### src/rtl/mem_arb_pkg.sv
// Shared definitions for the unified instruction/data memory arbiter:
// FSM state encoding, requester ids and the saturating wait-counter helper.
package mem_arb_pkg;

  typedef enum logic [1:0] {
    IDLE   = 2'd0,
    RESP_I = 2'd1,
    RESP_D = 2'd2
  } arb_state_t;

  localparam logic PORT_IF = 1'b0;
  localparam logic PORT_D  = 1'b1;

  // Wide enough for the largest legal MAX_WAIT (15).
  localparam int WAIT_W = 4;

  function automatic logic [WAIT_W-1:0] sat_inc(input logic [WAIT_W-1:0] v,
                                                input logic [WAIT_W-1:0] max_v);
    return (v >= max_v) ? max_v : v + WAIT_W'(1);
  endfunction

endpackage

### src/rtl/unified_mem_arbiter_perf.sv
// Wrap-around grant and conflict counters for CPI analysis of the unified
// memory arbiter; each counter advances by one when its enable is high.
module arb_perf_counters #(
  parameter int WIDTH = 32
) (
  input  logic             clk,
  input  logic             rst,
  input  logic             i_inc_if,
  input  logic             i_inc_d,
  input  logic             i_inc_conflict,
  output logic [WIDTH-1:0] o_cnt_if,
  output logic [WIDTH-1:0] o_cnt_d,
  output logic [WIDTH-1:0] o_cnt_conflict
);

  logic [WIDTH-1:0] r_cnt_if;
  logic [WIDTH-1:0] r_cnt_d;
  logic [WIDTH-1:0] r_cnt_conflict;

  always_ff @(posedge clk) begin
    if (!rst) begin
      r_cnt_if       <= '0;
      r_cnt_d        <= '0;
      r_cnt_conflict <= '0;
    end else begin
      if (i_inc_if)       r_cnt_if       <= r_cnt_if + WIDTH'(1);
      if (i_inc_d)        r_cnt_d        <= r_cnt_d + WIDTH'(1);
      if (i_inc_conflict) r_cnt_conflict <= r_cnt_conflict + WIDTH'(1);
    end
  end

  assign o_cnt_if       = r_cnt_if;
  assign o_cnt_d        = r_cnt_d;
  assign o_cnt_conflict = r_cnt_conflict;

endmodule

### src/rtl/unified_mem_arbiter.sv
// Arbitrates one single-port synchronous-read memory between instruction fetch
// and data access: data has fixed priority, fetch is forced after MAX_WAIT losses.
//
// Handshake: a requester raises *_req with its address/data and holds them until
// the matching *_ready pulse; the access is issued combinationally in IDLE and
// *_ready (with *_rdata) appears exactly one cycle later. Dropping a request
// before it is granted is legal and simply abandons it.
module unified_mem_arbiter
  import mem_arb_pkg::*;
#(
  parameter int WIDTH    = 32,
  parameter int ADDRBITS = 14,
  parameter int MAX_WAIT = 4
) (
  input  logic                clk,
  input  logic                rst,
  input  logic                if_req,
  input  logic [ADDRBITS-1:0] if_addr,
  output logic                if_ready,
  output logic [WIDTH-1:0]    if_rdata,
  input  logic                d_req,
  input  logic                d_we,
  input  logic [ADDRBITS-1:0] d_addr,
  input  logic [WIDTH-1:0]    d_wdata,
  output logic                d_ready,
  output logic [WIDTH-1:0]    d_rdata,
  output logic                mem_en,
  output logic                mem_we,
  output logic [ADDRBITS-1:0] mem_addr,
  output logic [WIDTH-1:0]    mem_wdata,
  input  logic [WIDTH-1:0]    mem_rdata,
  output logic [WIDTH-1:0]    cnt_if,
  output logic [WIDTH-1:0]    cnt_d,
  output logic [WIDTH-1:0]    cnt_conflict,
  output logic [1:0]          o_dbg_state,
  output logic [WAIT_W-1:0]   o_dbg_wait_cnt
);

  localparam logic [WAIT_W-1:0] MAX_WAIT_L = WAIT_W'(MAX_WAIT);

  arb_state_t        r_state;
  arb_state_t        w_next_state;
  logic [WAIT_W-1:0] r_wait_cnt;
  logic [WAIT_W-1:0] w_next_wait;
  logic              w_grant_if;
  logic              w_grant_d;
  logic              w_conflict;
  logic              w_if_ready;
  logic              w_d_ready;
  logic              r_d_is_load;
  logic [WIDTH-1:0]  r_if_rdata;
  logic [WIDTH-1:0]  r_d_rdata;

  // State register
  always_ff @(posedge clk) begin
    if (!rst) begin
      r_state    <= IDLE;
      r_wait_cnt <= '0;
    end else begin
      r_state    <= w_next_state;
      r_wait_cnt <= w_next_wait;
    end
  end

  // Next-state and grant decision
  always_comb begin
    w_next_state = r_state;
    w_next_wait  = r_wait_cnt;
    w_grant_if   = 1'b0;
    w_grant_d    = 1'b0;
    w_conflict   = 1'b0;
    case (r_state)
      IDLE: begin
        if (!if_req) w_next_wait = '0;
        if (if_req && d_req) begin
          w_conflict = 1'b1;
          if (r_wait_cnt == MAX_WAIT_L) begin
            w_grant_if  = 1'b1;
            w_next_wait = '0;
          end else begin
            w_grant_d   = 1'b1;
            w_next_wait = sat_inc(r_wait_cnt, MAX_WAIT_L);
          end
        end else if (d_req) begin
          w_grant_d = 1'b1;
        end else if (if_req) begin
          w_grant_if  = 1'b1;
          w_next_wait = '0;
        end
        if (w_grant_if)     w_next_state = RESP_I;
        else if (w_grant_d) w_next_state = RESP_D;
      end
      RESP_I:  w_next_state = IDLE;
      RESP_D:  w_next_state = IDLE;
      default: w_next_state = IDLE;
    endcase
  end

  // Outputs. Gating with rst keeps a reset cycle from issuing an access or
  // answering the response that the reset is about to discard.
  always_comb begin
    mem_en     = 1'b0;
    mem_we     = 1'b0;
    mem_addr   = '0;
    mem_wdata  = '0;
    w_if_ready = 1'b0;
    w_d_ready  = 1'b0;
    if (rst) begin
      if (w_grant_d) begin
        mem_en    = 1'b1;
        mem_we    = d_we;
        mem_addr  = d_addr;
        mem_wdata = d_wdata;
      end else if (w_grant_if) begin
        mem_en   = 1'b1;
        mem_addr = if_addr;
      end
      w_if_ready = (r_state == RESP_I);
      w_d_ready  = (r_state == RESP_D);
    end
  end

  assign if_ready = w_if_ready;
  assign d_ready  = w_d_ready;
  assign if_rdata = w_if_ready ? mem_rdata : r_if_rdata;
  assign d_rdata  = (w_d_ready && r_d_is_load) ? mem_rdata : r_d_rdata;

  // Read-data holding registers; stores leave the data-side value untouched.
  always_ff @(posedge clk) begin
    if (!rst) begin
      r_if_rdata  <= '0;
      r_d_rdata   <= '0;
      r_d_is_load <= 1'b0;
    end else begin
      if (w_if_ready)                r_if_rdata  <= mem_rdata;
      if (w_d_ready && r_d_is_load)  r_d_rdata   <= mem_rdata;
      if (w_grant_d)                 r_d_is_load <= ~d_we;
    end
  end

  arb_perf_counters #(.WIDTH(WIDTH)) u_perf (
    .clk            (clk),
    .rst            (rst),
    .i_inc_if       (w_grant_if),
    .i_inc_d        (w_grant_d),
    .i_inc_conflict (w_conflict),
    .o_cnt_if       (cnt_if),
    .o_cnt_d        (cnt_d),
    .o_cnt_conflict (cnt_conflict)
  );

  assign o_dbg_state    = r_state;
  assign o_dbg_wait_cnt = r_wait_cnt;

endmodule
### config.mk
export PLATFORM = sky130hd
export DESIGN_NAME = unified_mem_arbiter
export DESIGN_NICKNAME = d
export VERILOG_FILES = /design/src/rtl/mem_arb_pkg.sv /design/src/rtl/unified_mem_arbiter_perf.sv /design/src/rtl/unified_mem_arbiter.sv
export SDC_FILE = /design/constraint.sdc
export NUM_CORES = 1
export LEC_CHECK = 0
export CELL_PAD_IN_SITES_DETAIL_PLACEMENT = 1
export CELL_PAD_IN_SITES_GLOBAL_PLACEMENT = 2
export CORE_AREA = 2 2 164 166
export CTS_BUF_LIST = sky130_fd_sc_hd__clkbuf_16
export DETAILED_ROUTE_END_ITERATION = 8
export DIE_AREA = 0 0 166 168
export DONT_BUFFER_PORTS = 1
export HOLD_SLACK_MARGIN = 0.12
export PLACE_DENSITY_LB_ADDON = 0.05
export SLEW_MARGIN = 20
export SYNTH_ARGS = -nofsm -noshare
export SYNTH_HDL_FRONTEND = slang
export SYNTH_SLANG_ARGS = --single-unit
### constraint.sdc
create_clock -name clk -period 7.1 [get_ports clk]
set_input_delay 1.42 -clock clk [delete_from_list [all_inputs] [get_ports clk]]
set_output_delay 1.42 -clock clk [all_outputs]
set_load 0.02 [all_outputs]
==> flow_summary.ini, run 1 <==
[floorplanning]
core_region_area_mm2 = 0.0264
die_h_um = 168
die_w_um = 166
dieArea_mm2 = 0.0279
initial_core_util_pct = 29.5
io_pins = 313
rows = 60

[detailed_routing]
ant_nets = 0
route.vias.total = 6055
drcViolationCount = 0
avgRoutedWirePerCell_um = 19.6
vias_per_cell = 5.02
drt-initial-drc-count = 286
routed_wl_um = 23700
drtPass1Iterations = 5

[worst_setup_path]
arrival_ns = 3.28
crit_start = if_req
start_kind = input port
cp-endpoint = mem_addr[3]
crit_required_ns = 5.68
r2r_end = u_perf.o_cnt_d[27]
worst-path-max-fanout = 15
r2r_start = o_dbg_wait_cnt[0]
reg2reg_depth = 7
path_class = input port to output pin
worstSetupEndpointType = output pin
cp_cell_sequence = or3b_4 > a21oi_1 > and2_0 > a22o_1
cpMaxStageDelayCell = and2_0
r2r_slack_ns = 4.43
slowest_delay_ns = 0.67

[clock_tree]
cts_resized = 0
clock_path_buffers = 2
post_cts_buffers = 0
cts-htree-levels = 4
clk_pin_slew_ns = 0.07
hold_buffers = 0
clock_latency_ns = 0.43
clock_sinks = 167
cts_tree = built
cts_buffers = 17
clockRootBuffer = clkbuf_16

[yosys]
synth_edf_count = 0
synth_cell_types = 50
syn_area_mm2 = 0.00776
ys_ff_latch = 167
seq_area_frac_synth_pct = 43.1
synth_ff_type = dfxtp_1
syn_nets = 975
syn_inst = 873
synthArstFlopShare_pct = 0
postSynthAreaPerCell_um2 = 8.89
yosys_warnings = 0

[power_and_ir_drop]
vdd_drop_max_mv = 0.108
p_seq_share_pct = 49.0
p_switching_uw = 520
p_leak_uw = 0.00349
switching_share_pct = 26.6
powerDensity_mw_per_mm2 = 227
clkPwrFrac_pct = 46.6
p_int_uw = 1440
p_comb_share_pct = 4.4

[worst_hold_path]
whs_path_depth = 1
hold_path_class = flop to flop

[timing]
tightest_slew_ns = 0.886
slew_violations = 0
timing.final.crit_share_pct = 66.2
relSlewSlack_pct = 40.9
layout_min_cycle_time_ns = 4.70
rsz0062_at_grt = false
hold_violations = 0
finalClockSkew_ns = 0.0126
setup_slack_ns = 2.40
setup_violations = 0
fmax_ghz = 0.213
setup_tns_ns = 0

[grt]
gr-total-overflow = 0
antenna_found_initial = 2
first_global_vias = 6228
grt_max_degree = 172
grt_pass1_wl_um = 36800
grt_use_total_pct = 16.6

[placed_design]
dpl_worst_slack_ns = 2.41
port_buffers = 0
globalplace.congestion = 0.812
dp_hpwl_um = 17000

[cells_and_area]
area_growth_pct = 11.0
post_route_cells_drive_above_1_share_pct = 9.50
nFillCells = 3032
layout.area.seq_mm2 = 0.00334
nets = 952
multi_input_area_mm2 = 0.00418

[flow_run]
drv_cap = 0

[run_status]
status = completed
-- power groups by stage --
stage / Sequential (µW) / Clock [µW] / Combinational, µW
floorplan: 976 / 0 / 85.2
global placement: 980 / 0 / 85.3
detailed placement: 980 / 0 / 87.3
CTS: 958 / 950 / 87.5
global route: 959 / 986 / 93.5
finish: 958 / 911 / 86.4
-- sequential cells by signal, summed over array words and instances (netlist names) --
signal and flops:
o_dbg_state 2, o_dbg_wait_cnt 4, r_d_is_load 1, r_d_rdata 32, r_if_rdata 32, u_perf.o_cnt_conflict 32
u_perf.o_cnt_d 32, u_perf.o_cnt_if 32
-- synthesized netlist by cell type (2+ instances only) --
cell	number	area, µm²
nand3_1	35	175
or2_2	3	18.8
or3_1	10	62.6
a22o_1	14	123
and2_1	181	1130
inv_1	15	56.3
dfxtp_1	167	3340
nor2_1	9	33.8
nor2b_1	6	37.5
ha_1	5	62.6
mux2i_1	4	40.0
mux2_2	32	360
o21ai_0	14	70.1
nand2_1	128	480
and3_1	10	62.6
and4_1	16	140
xor2_1	36	315
clkbuf_1	39	146
nor4_1	11	68.8
buf_1	4	15.0
buf_2	5	25.0
nand4_1	24	150
nor3_1	22	110
a21boi_0	13	97.6
nand3b_1	2	15.0
xnor2_1	44	385
-- through the flow --
step           total power [µW]  hold WS (ns)  cell area, µm²  utilization (%)  std cells
3_5_place_dp               1070         0.500            8050             30.5       1172
4_1_cts                    2000         0.520            8610             32.7       1204
2_1_floorplan              1060         0.472            7760                -        873
6_report                   1960         0.516            8610             32.7       1205
5_1_grt                    2040         0.530            8610             32.7       1205
3_3_place_gp               1070         0.482            8050             30.5       1172
-- placed cells by master, fill, tap and decap left out, types with 2 or more instances in the layout --
cell          n
nor3_1       22
o21ai_0      14
buf_4         6
a22o_1       14
nand4_1      24
ha_1          5
clkbuf_16    17
or3_1        10
nand3b_1      2
nand2_1     128
xnor2_1      44
clkinvlp_4    4
nor2b_1       6
inv_6         6
inv_8         3
and2_1      181
and4_1       16
dfxtp_1     167
mux2i_1       4
or2_2         3
nor2_1        9
a21boi_0     13
inv_1        16
nand3_1      35
and3_1        9
nor4_1       11
xor2_1       36
mux2_2       32
-- cells by family (layout without fill, tap and decap cells) --
logic type | count (synthesis) | after routing | share of synthesized area [%]
buffers and inverters | 63 | 53 | 3.13
AND/OR/NAND/NOR | 472 | 472 | 33.8
other | 0 | 1 | 0
XOR/XNOR | 80 | 80 | 9.03
adder cells (fa/ha/maj) | 5 | 5 | 0.806
multiplexers | 36 | 36 | 5.16
AO/OA/AOI/OAI | 50 | 50 | 4.98
flip-flops | 167 | 167 | 43.1
-- worst min path at each step --
stage	startpoint	end
2_1_floorplan	r_d_is_load	r_d_is_load
3_3_place_gp	r_d_is_load	r_d_is_load
3_5_place_dp	r_d_is_load	r_d_is_load
4_1_cts	r_d_is_load	r_d_is_load
5_1_grt	r_d_is_load	r_d_is_load
6_report	r_d_is_load	r_d_is_load
-- layer usage --
| layer | up-vias | wire [µm] | track usage (%) |
|---|---|---|---|
| met4 | 2 | 257 | 4.42 |
| met1 | 2995 | 9880 | 19.6 |
| li1 | 2877 | - | - |
| met2 | 163 | 11300 | 27.4 |
| met5 | - | 16 | 0 |
| met3 | 18 | 2190 | 7.48 |
-- critical path: cells and delay by family --
kind / cells / cell delay, ns
simple gates: 2 / 1.07
compound gates: 2 / 0.78
-- final cells by class --
cell class | count | share of cell area (%)
Multi-Input combinational cell | 643 | 48.5
Sequential cell | 167 | 38.8
Tap cell | 341 | 4.95
Clock buffer | 17 | 4.94
Clock inverter | 15 | 1.58
Inverter | 15 | 0.654
Timing Repair Buffer | 6 | 0.523
Antenna cell | 1 | 0.0291
Power figures use the tool's default switching activity.
==> run 2: changes to the inputs <==
Clock period 7.1 ns to 4.2 ns, I/O delays scaled along.
==> run 2 against run 1 <==
  * Combinational power rose by 71%
  * Count of clock-buffer cells in the layout did not move
  * Sequential power rose by 69%
  * Clock power rose by 77%
  * Largest power group unchanged
  * Highest routed layer unchanged
==> flow_summary.ini, run 2 (same netlist as run 1, synthesis figures left out) <==
[run_status]
status = completed

[placed_design]
place_inst = 1174
port_buffers = 0
dp_hpwl_um = 17100
globalplace.congestion = 0.818
dpl_cell_area_mm2 = 0.00806

[worst_setup_path]
crit_buf_inv = 1
r2r_slack_ns = 1.52
r2r_start = o_dbg_wait_cnt[0]
worstSetupEndpointType = output pin
reg2reg_depth = 7
crit_start = o_dbg_wait_cnt[0]
path_class = flop to output pin
cp_top_family = simple AND/OR/NAND/NOR gates
crit_required_ns = 3.36
cp_cell_sequence = inv_1 > ha_1 > nand3b_1 > a21oi_1 > and2_0 > a22o_1
start_kind = flop
cpMaxStageDelayCell = and2_0
arrival_ns = 3.04
slowest_delay_ns = 0.66
r2r_end = u_perf.o_cnt_if[31]
worst-path-max-fanout = 15

[clock_tree]
clockRootBuffer = clkbuf_16
clock_sinks = 167
post_cts_buffers = 0
clk_pin_slew_ns = 0.07
cts_buffers = 17
clock_path_buffers = 2
hold_buffers = 0
cts_tree = built
clock_latency_ns = 0.43
cts-htree-levels = 4
cts_resized = 0

[worst_hold_path]
min_from = r_d_is_load
holdPathEnd = r_d_is_load
whs_path_depth = 1
hold_path_class = flop to flop

[power_and_ir_drop]
clkPwrFrac_pct = 47.7
vdd_drop_max_mv = 0.199
p_seq_share_pct = 47.9
switching_share_pct = 24.9
powerDensity_mw_per_mm2 = 390
p_leak_uw = 0.00352
finalPower_uw = 3380
p_comb_share_pct = 4.4
p_switching_uw = 842
p_int_uw = 2540

[detailed_routing]
drtPass1Iterations = 6
route.vias.total = 6012
drcViolationCount = 0
avgRoutedWirePerCell_um = 19.5
vias_per_cell = 4.98
drt-initial-drc-count = 188
routed_wl_um = 23500
ant_nets = 0

[timing]
setup_violations = 0
hold_violations = 0
relSlewSlack_pct = 38.0
layout_min_cycle_time_ns = 3.88
rsz0062_at_grt = false
fmax_ghz = 0.258
tightest_slew_ns = 0.930
setup_tns_ns = 0
finalClockSkew_ns = 0.0128
timing.final.crit_share_pct = 92.4
slew_violations = 0

[cells_and_area]
nets = 954
layout.area.seq_mm2 = 0.00334
area_growth_pct = 11.6
nFillCells = 3033
layout_common_cells = and2_1, dfxtp_1, nand2_1
multi_input_area_mm2 = 0.00418
design_area_mm2 = 0.00866
post_route_cells_drive_above_1_share_pct = 9.60
layout.cells.non_filler = 1208
final_common_cell = and2_1

[floorplanning]
die_h_um = 168
die_w_um = 166
io_pins = 313
rows = 60
core_region_area_mm2 = 0.0264
dieArea_mm2 = 0.0279
initial_core_util_pct = 29.5

[grt]
first_global_vias = 6367
grt_max_degree = 172
gr-total-overflow = 0
antenna_found_initial = 5
grt_pass1_wl_um = 37300
grt_use_total_pct = 16.7

[flow_run]
drv_cap = 0
run 2: worst max path at each step:
stage | to | cells after the start | slack, ns
2_1_floorplan | mem_addr[10] | 6 | 1.00
3_3_place_gp | mem_addr[13] | 4 | 0.76
3_5_place_dp | mem_addr[3] | 4 | 0.66
4_1_cts | mem_addr[3] | 6 | 0.30
5_1_grt | mem_addr[3] | 6 | 0.04
6_report | mem_addr[2] | 6 | 0.32
run 2: layout make-up:
type                    count  share of cell area (%)
inverters                  15                   0.650
multi-input cells         643                    48.2
clock buffers              17                    4.91
clock inverters            15                    1.92
repair buffers              8                   0.694
flip-flops and latches    167                    38.6
diodes                      2                  0.0578
well taps                 341                    4.93
run 2: power by group through the flow:
stage                     registers [µW]  clock network [µW]  logic, µW
after detailed placement            1660                   0        150
after global routing                1620                1750        161
after global placement              1660                   0        147
after CTS                           1620                1670        151
after floorplan                     1650                   0        144
final                               1620                1610        148
run 2: routing by layer:
layer  wire, µm  up-vias  part of all wire (%)  global-route usage, %
met3       2250       19                   9.5                   7.62
li1           -     2884                     -                      -
met2      10900      165                    46                   27.0
met4        202        6                  0.86                   3.89
met5         44        -                  0.19                      0
met1      10100     2938                    43                   20.4
run 2: metrics by stage:
stage | util (%) | setup WS (ns) | hold WS [ns]
floorplan | - | 1.00 | 0.472
global placement | 30.6 | 0.756 | 0.483
detailed placement | 30.6 | 0.656 | 0.490
CTS | 32.8 | 0.296 | 0.506
global route | 32.9 | 0.0368 | 0.541
finish | 32.9 | 0.318 | 0.502
